`src/rtl/ps2_ascii_decoder.sv`:
```
// PS/2 set-2 scan-code to 7-bit ASCII decoder with make/break, E0 prefix, shift and caps-lock tracking.
// Optional build macro EXT_NAV_EN maps extended navigation keys to control codes.
module ps2_ascii_decoder #(
  parameter logic [6:0] ENTER_CODE = 7'h0D,
  parameter logic [6:0] BS_CODE    = 7'h08
) (
  input  logic       clk,
  input  logic       resetn,
  input  logic [7:0] scan_code,
  input  logic       scan_valid,
  output logic [6:0] ascii_out,
  output logic       ascii_ready,
  output logic       shift_held,
  output logic       caps_on
);

  typedef enum logic [1:0] {IDLE, BRK, EXT, EXT_BRK} state_t;

  state_t     state_reg, state_next;
  logic       lshift_reg, lshift_next;
  logic       rshift_reg, rshift_next;
  logic       caps_down_reg, caps_down_next;
  logic       caps_on_reg, caps_on_next;
  logic [6:0] ascii_reg, ascii_next;
  logic       ready_reg, ready_next;

  logic       map_hit, map_letter;
  logic [6:0] map_lo, map_hi, map_char;
  logic       ext_hit;
  logic [6:0] ext_char;
  logic       junk_byte;

  assign shift_held  = lshift_reg | rshift_reg;
  assign caps_on     = caps_on_reg;
  assign ascii_out   = ascii_reg;
  assign ascii_ready = ready_reg;

  // Acks, self-test and error bytes from the keyboard never reach the key decoder.
  assign junk_byte = (scan_code == 8'hAA) || (scan_code == 8'hFA) || (scan_code == 8'hFE) ||
                     (scan_code == 8'hEE) || (scan_code == 8'h00) || (scan_code == 8'hFF);

  always_comb begin
    map_hit    = 1'b1;
    map_letter = 1'b0;
    map_lo     = 7'h00;
    map_hi     = 7'h00;
    case (scan_code)
      8'h1C: begin map_letter = 1'b1; map_lo = 7'h61; end
      8'h32: begin map_letter = 1'b1; map_lo = 7'h62; end
      8'h21: begin map_letter = 1'b1; map_lo = 7'h63; end
      8'h23: begin map_letter = 1'b1; map_lo = 7'h64; end
      8'h24: begin map_letter = 1'b1; map_lo = 7'h65; end
      8'h2B: begin map_letter = 1'b1; map_lo = 7'h66; end
      8'h34: begin map_letter = 1'b1; map_lo = 7'h67; end
      8'h33: begin map_letter = 1'b1; map_lo = 7'h68; end
      8'h43: begin map_letter = 1'b1; map_lo = 7'h69; end
      8'h3B: begin map_letter = 1'b1; map_lo = 7'h6A; end
      8'h42: begin map_letter = 1'b1; map_lo = 7'h6B; end
      8'h4B: begin map_letter = 1'b1; map_lo = 7'h6C; end
      8'h3A: begin map_letter = 1'b1; map_lo = 7'h6D; end
      8'h31: begin map_letter = 1'b1; map_lo = 7'h6E; end
      8'h44: begin map_letter = 1'b1; map_lo = 7'h6F; end
      8'h4D: begin map_letter = 1'b1; map_lo = 7'h70; end
      8'h15: begin map_letter = 1'b1; map_lo = 7'h71; end
      8'h2D: begin map_letter = 1'b1; map_lo = 7'h72; end
      8'h1B: begin map_letter = 1'b1; map_lo = 7'h73; end
      8'h2C: begin map_letter = 1'b1; map_lo = 7'h74; end
      8'h3C: begin map_letter = 1'b1; map_lo = 7'h75; end
      8'h2A: begin map_letter = 1'b1; map_lo = 7'h76; end
      8'h1D: begin map_letter = 1'b1; map_lo = 7'h77; end
      8'h22: begin map_letter = 1'b1; map_lo = 7'h78; end
      8'h35: begin map_letter = 1'b1; map_lo = 7'h79; end
      8'h1A: begin map_letter = 1'b1; map_lo = 7'h7A; end
      8'h16: begin map_lo = 7'h31; map_hi = 7'h21; end
      8'h1E: begin map_lo = 7'h32; map_hi = 7'h40; end
      8'h26: begin map_lo = 7'h33; map_hi = 7'h23; end
      8'h25: begin map_lo = 7'h34; map_hi = 7'h24; end
      8'h2E: begin map_lo = 7'h35; map_hi = 7'h25; end
      8'h36: begin map_lo = 7'h36; map_hi = 7'h5E; end
      8'h3D: begin map_lo = 7'h37; map_hi = 7'h26; end
      8'h3E: begin map_lo = 7'h38; map_hi = 7'h2A; end
      8'h46: begin map_lo = 7'h39; map_hi = 7'h28; end
      8'h45: begin map_lo = 7'h30; map_hi = 7'h29; end
      8'h4E: begin map_lo = 7'h2D; map_hi = 7'h5F; end
      8'h55: begin map_lo = 7'h3D; map_hi = 7'h2B; end
      8'h54: begin map_lo = 7'h5B; map_hi = 7'h7B; end
      8'h5B: begin map_lo = 7'h5D; map_hi = 7'h7D; end
      8'h5D: begin map_lo = 7'h5C; map_hi = 7'h7C; end
      8'h4C: begin map_lo = 7'h3B; map_hi = 7'h3A; end
      8'h52: begin map_lo = 7'h27; map_hi = 7'h22; end
      8'h41: begin map_lo = 7'h2C; map_hi = 7'h3C; end
      8'h49: begin map_lo = 7'h2E; map_hi = 7'h3E; end
      8'h4A: begin map_lo = 7'h2F; map_hi = 7'h3F; end
      8'h0E: begin map_lo = 7'h60; map_hi = 7'h7E; end
      8'h29: begin map_lo = 7'h20; map_hi = 7'h20; end
      8'h0D: begin map_lo = 7'h09; map_hi = 7'h09; end
      8'h76: begin map_lo = 7'h1B; map_hi = 7'h1B; end
      8'h5A: begin map_lo = ENTER_CODE; map_hi = ENTER_CODE; end
      8'h66: begin map_lo = BS_CODE; map_hi = BS_CODE; end
      default: map_hit = 1'b0;
    endcase
    if (map_letter)
      map_hi = map_lo ^ 7'h20;
  end

  // Letters follow shift XOR caps; everything else follows shift alone.
  assign map_char = (map_letter ? (shift_held ^ caps_on_reg) : shift_held) ? map_hi : map_lo;

  always_comb begin
    ext_hit  = 1'b1;
    ext_char = 7'h00;
    case (scan_code)
      8'h5A: ext_char = ENTER_CODE;
`ifdef EXT_NAV_EN
      8'h75: ext_char = 7'h11;
      8'h72: ext_char = 7'h12;
      8'h6B: ext_char = 7'h13;
      8'h74: ext_char = 7'h14;
      8'h71: ext_char = 7'h7F;
      8'h6C: ext_char = 7'h02;
      8'h69: ext_char = 7'h03;
`endif
      default: ext_hit = 1'b0;
    endcase
  end

  always_comb begin
    state_next     = state_reg;
    lshift_next    = lshift_reg;
    rshift_next    = rshift_reg;
    caps_down_next = caps_down_reg;
    caps_on_next   = caps_on_reg;
    ascii_next     = ascii_reg;
    ready_next     = 1'b0;
    if (scan_valid) begin
      if (junk_byte) begin
        state_next = IDLE;
      end else begin
        case (state_reg)
          IDLE: begin
            state_next = IDLE;
            if (scan_code == 8'hF0)
              state_next = BRK;
            else if (scan_code == 8'hE0)
              state_next = EXT;
            else if (scan_code == 8'h12)
              lshift_next = 1'b1;
            else if (scan_code == 8'h59)
              rshift_next = 1'b1;
            else if (scan_code == 8'h58) begin
              if (!caps_down_reg) begin
                caps_on_next   = ~caps_on_reg;
                caps_down_next = 1'b1;
              end
            end else if (map_hit) begin
              ascii_next = map_char;
              ready_next = 1'b1;
            end
          end
          BRK: begin
            state_next = IDLE;
            if (scan_code == 8'h12) lshift_next = 1'b0;
            if (scan_code == 8'h59) rshift_next = 1'b0;
            if (scan_code == 8'h58) caps_down_next = 1'b0;
          end
          EXT: begin
            state_next = IDLE;
            if (scan_code == 8'hF0)
              state_next = EXT_BRK;
            else if (scan_code == 8'hE0)
              state_next = EXT;
            else if (ext_hit) begin
              ascii_next = ext_char;
              ready_next = 1'b1;
            end
          end
          default: state_next = IDLE;
        endcase
      end
    end
  end

  always_ff @(posedge clk or negedge resetn) begin
    if (!resetn) begin
      state_reg     <= IDLE;
      lshift_reg    <= 1'b0;
      rshift_reg    <= 1'b0;
      caps_down_reg <= 1'b0;
      caps_on_reg   <= 1'b0;
      ascii_reg     <= 7'h00;
      ready_reg     <= 1'b0;
    end else begin
      state_reg     <= state_next;
      lshift_reg    <= lshift_next;
      rshift_reg    <= rshift_next;
      caps_down_reg <= caps_down_next;
      caps_on_reg   <= caps_on_next;
      ascii_reg     <= ascii_next;
      ready_reg     <= ready_next;
    end
  end

endmodule

```
`config.mk`:
```
export PLATFORM = sky130hd
export DESIGN_NAME = ps2_ascii_decoder
export DESIGN_NICKNAME = d
export VERILOG_FILES = /design/src/rtl/ps2_ascii_decoder.sv
export SDC_FILE = /design/constraint.sdc
export NUM_CORES = 1
export LEC_CHECK = 0
export CORE_MARGIN = 2
export CORE_UTILIZATION = 58
export CTS_BUF_LIST = sky130_fd_sc_hd__clkbuf_4
export CTS_CLUSTER_SIZE = 20
export DETAILED_ROUTE_END_ITERATION = 10
export PLACE_DENSITY = 0.79
export SYNTH_ARGS = -nofsm -noshare
export SYNTH_HDL_FRONTEND = slang
export SYNTH_SLANG_ARGS = --single-unit
```
`constraint.sdc`:
```
create_clock -name clk -period 2.1 [get_ports clk]
set_input_delay 0.42 -clock clk [delete_from_list [all_inputs] [get_ports clk]]
set_output_delay 0.42 -clock clk [all_outputs]
set_load 0.05 [all_outputs]
```
==> summary.md, run 1 <==
| Metric | Value |
|---|---|
| Dpl hpwl | `between 7000 and 8000 um` |
| GPL Wtd Cong | `between 1 and 1.5` |
| Root Buffer | `clkbuf_4` |
| Cells after synthesis | `302` |
| Chip width | `about 65 um` |
| H-tree depth | `1` |
| Vias in the first global route | `about 4.2k` |
| Post-synth cell types | `72` |
| Status | `did not finish` |
| Die H | `approximately 65 um` |
| Seq cells post-synth | `14` |
| Pin count of the biggest net entering global routing | `23` |
| Post-synth top area share | `roughly 16%` |
| # hold bufs at CTS | `0` |
| Syn Nets | `about 310` |
| CTS Buf Count | `3` |
| Area contributors post-synth | `dfrtp_1 (16%), nand3_1 (5.9%), nor2b_1 (4.6%)` |
| Stopped at | `global routing` |
| Clock Tree Buf Depth | `2` |
| CTS Sinks | `14` |
| Ports | `21` |
| Rows | `22` |
| Starting density of the core | `roughly 60%` |
| Grt total ovfl | `1` |
| Main synth FF type | `dfrtp_1` |
| Synth Area per Inst | `7.25 um2` |
| Sequential-to-total area share from yosys stat | `approximately 16%` |
| Err | `[ERROR GRT-0116] Global routing finished with congestion. Check the congestion regions in the DRC Viewer.` |
| Post-synth EDFFs | `0` |
| Post-synthesis cell type with the largest combined area | `dfrtp_1` |
| Share of synthesized registers carrying an async set or reset | `100%` |
| Mapped Area | `approximately 0.0022 mm2` |
| Global router's overall resource usage | `between 70% and 80%` |
| First-pass GRT wire length | `about 23000 um` |
| Port Buffers | `20` |
| YS warnings | `0` |
-- metal layers --
layer  overflow  track usage [%]
met1          0             71.8
met2          0             89.8
met3          0             51.4
met4          1             70.8
met5          0             5.56
-- what timing repair did --
item                       4_1_cts
pin swaps                       25
setup endpoints to repair       14
gates cloned                     2
setup buffers                   14
hold endpoints to repair         0
resized for setup               83
-- Yosys cell counts, types with 4 or more instances --
cell      instances
o22ai_1           6
clkbuf_1          7
nand2b_1          5
and4_1            4
a221oi_1          4
buf_2            15
nor4bb_1          4
nor2_1           26
nor2b_1          16
a31oi_1           6
inv_1             5
a22oi_1           5
o211ai_1          4
a21oi_1          17
o31ai_1           4
o21ai_0          11
nand2_1          24
dfrtp_1          14
nand3_1          26
nor4b_1           4
nand4_1           5
nor3b_1           6
-- cells by family after synthesis --
group | after synthesis | synth area share, %
AND/OR/NAND/NOR | 153 | 41.8
flip-flops | 14 | 16.0
XOR/XNOR | 4 | 1.60
buffers and inverters | 35 | 7.72
AO/OA/AOI/OAI | 91 | 30.1
multiplexers | 5 | 2.80
-- through the flow --
step,instances,cell area (um2),hold WS [ns],utilization [%],worst slack (ns)
floorplan,302,2240,0.124,-,-0.337
detailed placement,447,3120,0.484,86.0,-1.12
CTS,466,3430,0.502,94.5,-0.227
global placement,447,3120,0.466,86.0,-1.02
==> run 2, diff against run 1 <==
- CORE_UTILIZATION: 58 -> 40
- CTS_BUF_LIST: sky130_fd_sc_hd__clkbuf_4 -> unset
- CTS_CLUSTER_SIZE: 20 -> unset
- PLACE_DENSITY: 0.79 -> unset
- PLACE_DENSITY_LB_ADDON: unset -> 0.15
==> run 2 against run 1 <==
Against the previous run:
- the flow now finishes, with violations (negative setup slack)
- synthesized area did not move
- synthesized cell count unchanged
==> summary.md, run 2 <==
| Metric | Value |
|---|---|
| Status | `finished, violations left (was did not finish)` |
| Failing checks | `negative setup slack` |
| Slew Limit Fails | `0` |
| # nets final | `approximately 460` |
| Drt drc | `0` |
| Initial DRT Pass Iterations | `5` |
| Vias | `between 3k and 4k` |
| Post-synth top area share | `16.0% (unchanged)` |
| Area contributors post-synth | `dfrtp_1 (16%), nand3_1 (5.9%), nor2b_1 (4.6%) (unchanged)` |
| First-pass GRT wire length | `16100 um` |
| Post-synth EDFFs | `0 (unchanged)` |
| H-tree depth | `1 (unchanged)` |
| Synth Area in Adders | `0% (unchanged)` |
| Die H | `78.0 um (was 65.4 um)` |
| Global router's overall resource usage | `33.2%` |
| Seq cells post-synth | `14 (unchanged)` |
| Comb power frac | `around three fifths` |
| Post-synthesis compound-gate area fraction | `30.1% (unchanged)` |
| Clock Tree Buf Depth | `2 (unchanged)` |
| Grt total ovfl | `0` |
| Max capacitance violation total | `0` |
| Mapped Area | `0.00219 mm2 (unchanged)` |
| Worst endpoint required time | `about 2.3 ns` |
| GPL Wtd Cong | `1.01 (was 1.08)` |
| Root Buffer | `clkbuf_8 (was clkbuf_4)` |
| CTS Buf Count | `3 (unchanged)` |
| Final Cycle Share | `116%` |
| XOR/XNOR Fraction of Synth Area | `1.60% (unchanged)` |
| Crit path capture type | `register` |
| Int Pwr | `around 900 uW` |
| DRT antenna net count | `0` |
| WS Path Type | `input port to register` |
| Max Clk Rate | `about 0.4 GHz` |
| CTS Sinks | `14 (unchanged)` |
| Ratio of cells with drive above 1 in the final layout | `between 50% and 60%` |
| CTS tree | `done` |
| Ports | `21 (unchanged)` |
| Pin count of the biggest net entering global routing | `16` |
| Pre-CTS WS | `-1.03 ns (was -1.12 ns)` |
| VDD IR-drop max | `approximately 0.00034 V` |
| Critical Path AT | `~2.6 ns` |
| Final WS setup | `-0.326 ns` |
| Hold Path Cell Cnt | `3` |
| Nature of the critical path startpoint | `input port` |
| Post-DP Area | `0.00325 mm2 (was 0.00312 mm2)` |
| Cells on worst reg2reg path | `6` |
| Sw power | `~670 uW` |
| Most common cell after layout, fill and taps aside | `buf_4` |
| Simple-Gate Fraction of Synth Area | `41.8% (unchanged)` |
| WL final | `approximately 11000 um` |
| Leakage | `between 0.0015 and 0.002 uW` |
| Main synth FF type | `dfrtp_1 (unchanged)` |
| RSZ-0062 raised after global routing | `true` |
| Sequential share of power | `23.2%` |
| Clk Latency, worst-skew pair | `about 0.24 ns` |
| Cells after synthesis | `302 (unchanged)` |
| Chip width | `78.0 um (was 65.4 um)` |
| Synth-to-Final Area Change | `80.9%` |
| Share of synthesized registers carrying an async set or reset | `100% (unchanged)` |
| Largest family of logic cells by synthesized area | `simple AND/OR/NAND/NOR gates (unchanged)` |
| Post-synthesis mux area share | `2.80% (unchanged)` |
| Finished layout cell area | `0.00396 mm2` |
| Clock Power Share | `16.5%` |
| Final min period | `between 2 and 2.5 ns` |
| YS warnings | `0 (unchanged)` |
| Port Buffers | `20 (unchanged)` |
| Dpl hpwl | `7220 um (was 7000 um)` |
| Tightest Pin Transition | `0.610 ns` |
| Largest register FFs | `7` |
| Core area | `~0.0052 mm2` |
| Sequential-to-total area share from yosys stat | `16.0% (unchanged)` |
| Initial antenna violation count | `0` |
| Synth top cells by count | `nand3_1 (26), nor2_1 (26), nand2_1 (24) (unchanged)` |
| WL/cell | `22.0 um` |
| Max Fanout on Critical Path | `7` |
| Clock slew at reported path FFs | `roughly 0.060 ns` |
| Vias per inst | `6.66` |
| N_diodes | `0` |
| Max-Slew Margin vs Limit | `59.2%` |
| Rows | `26 (was 22)` |
| # hold bufs at CTS | `0 (unchanged)` |
| Final Hold Viols | `0` |
| Setup slack, reg-to-reg | `~0.18 ns` |
| Vias in the first global route | `3117` |
| Worst hold path type | `input port to register` |
| DRT iter0 DRCs | `slightly above 400` |
| Starting density of the core | `42.0% (was 60.2%)` |
| Post-synth cell types | `72 (unchanged)` |
| Final setup violation count | `8` |
| PD cells | `between 300 and 400 mW/mm2` |
| Clock Skew | `between 0.004 and 0.005 ns` |
| Die area | `between 0.006 and 0.007 mm2` |
| Synth Area per Inst | `7.25 um2 (unchanged)` |
| Sw frac | `between 40% and 50%` |
| Most frequent cells in the layout | `buf_4 (124), buf_6 (26), nor2_1 (23), nand2_1 (23), nand3_1 (22)` |
| Post-synthesis cell type with the largest combined area | `dfrtp_1 (unchanged)` |
| Syn Nets | `313 (unchanged)` |
==> run 2: what timing repair did <==
item,in CTS,in global routing
cloned,3,0
gates resized for setup,80,56
endpoints found under the setup margin,14,9
buffers inserted,20,13
pin swaps,21,27
==> run 2: worst paths after layout <==
| kind | start | endpoint |
|---|---|---|
| min in group asynchronous | resetn | ascii_ready |
| max in group asynchronous | resetn | caps_on |
| worst min-delay path | scan_code[4] | state_reg[1] |
| worst max-delay path | scan_code[4] | ascii_out[5] |
| worst min register to register | ascii_out[4] | ascii_out[4] |
| worst max register to register | state_reg[1] | ascii_out[2] |
==> run 2: stage by stage <==
| step | power, uW | hold WS, ns | util, % | setup TNS (ns) | std cells |
|---|---|---|---|---|---|
| after floorplan | 836 | 0.124 | - | -1.90 | 302 |
| after global placement | 1160 | 0.468 | 62.4 | -10.14 | 480 |
| after detailed placement | 1170 | 0.495 | 62.4 | -10.73 | 480 |
| after CTS | 1480 | 0.469 | 69.6 | -1.60 | 505 |
| after global routing | 1620 | 0.497 | 76.1 | -2.51 | 516 |
| final | 1560 | 0.467 | 76.1 | -1.99 | 516 |
==> run 2: power groups by stage <==
stage	logic (uW)	clock network, uW	registers, uW
after CTS	856	258	361
after floorplan	292	0	543
after global routing	980	268	370
final	941	258	363
after detailed placement	803	0	365
after global placement	797	0	363
==> run 2: worst max-delay path, stage by stage <==
cell,delay [ns]
buf_6,0.10
buf_6,0.14
buf_4,0.14
nor4b_2,0.26
buf_4,0.20
and4_4,0.31
a21oi_4,0.06
nand3_2,0.08
nand3b_1,0.24
nor2_4,0.07
or3_4,0.35
o31ai_2,0.23
==> run 2: final cells by class <==
class / instances / area [um2]
clock buffers: 4 / 55.1
fillers: 375 / 1250
inverters: 6 / 25.0
multi-input cells: 253 / 2010
flip-flops and latches: 14 / 350
well taps: 70 / 87.6
repair buffers: 169 / 1430
==> run 2: per-layer routing <==
| metal | up-vias | part of all wire (%) | GRT usage, % | routed length, um |
|---|---|---|---|---|
| met2 | 295 | 47 | 59.8 | 5350 |
| met3 | 92 | 9.6 | 3.14 | 1090 |
| li1 | 1452 | - | - | - |
| met4 | 0 | 6.4 | 10.9 | 720 |
| met5 | - | 0 | 0 | 0 |
| met1 | 1599 | 37 | 41.2 | 4180 |
==> run 2: cell families (layout without fill, tap and decap cells) <==
logic type             count (synthesis)  count (layout)
XOR/XNOR                               4               4
flip-flops                            14              14
buffers and inverters                 35             179
multiplexers                           5               5
AND/OR/NAND/NOR                      153             153
AO/OA/AOI/OAI                         91              91
(Power assumes the default switching activity.)
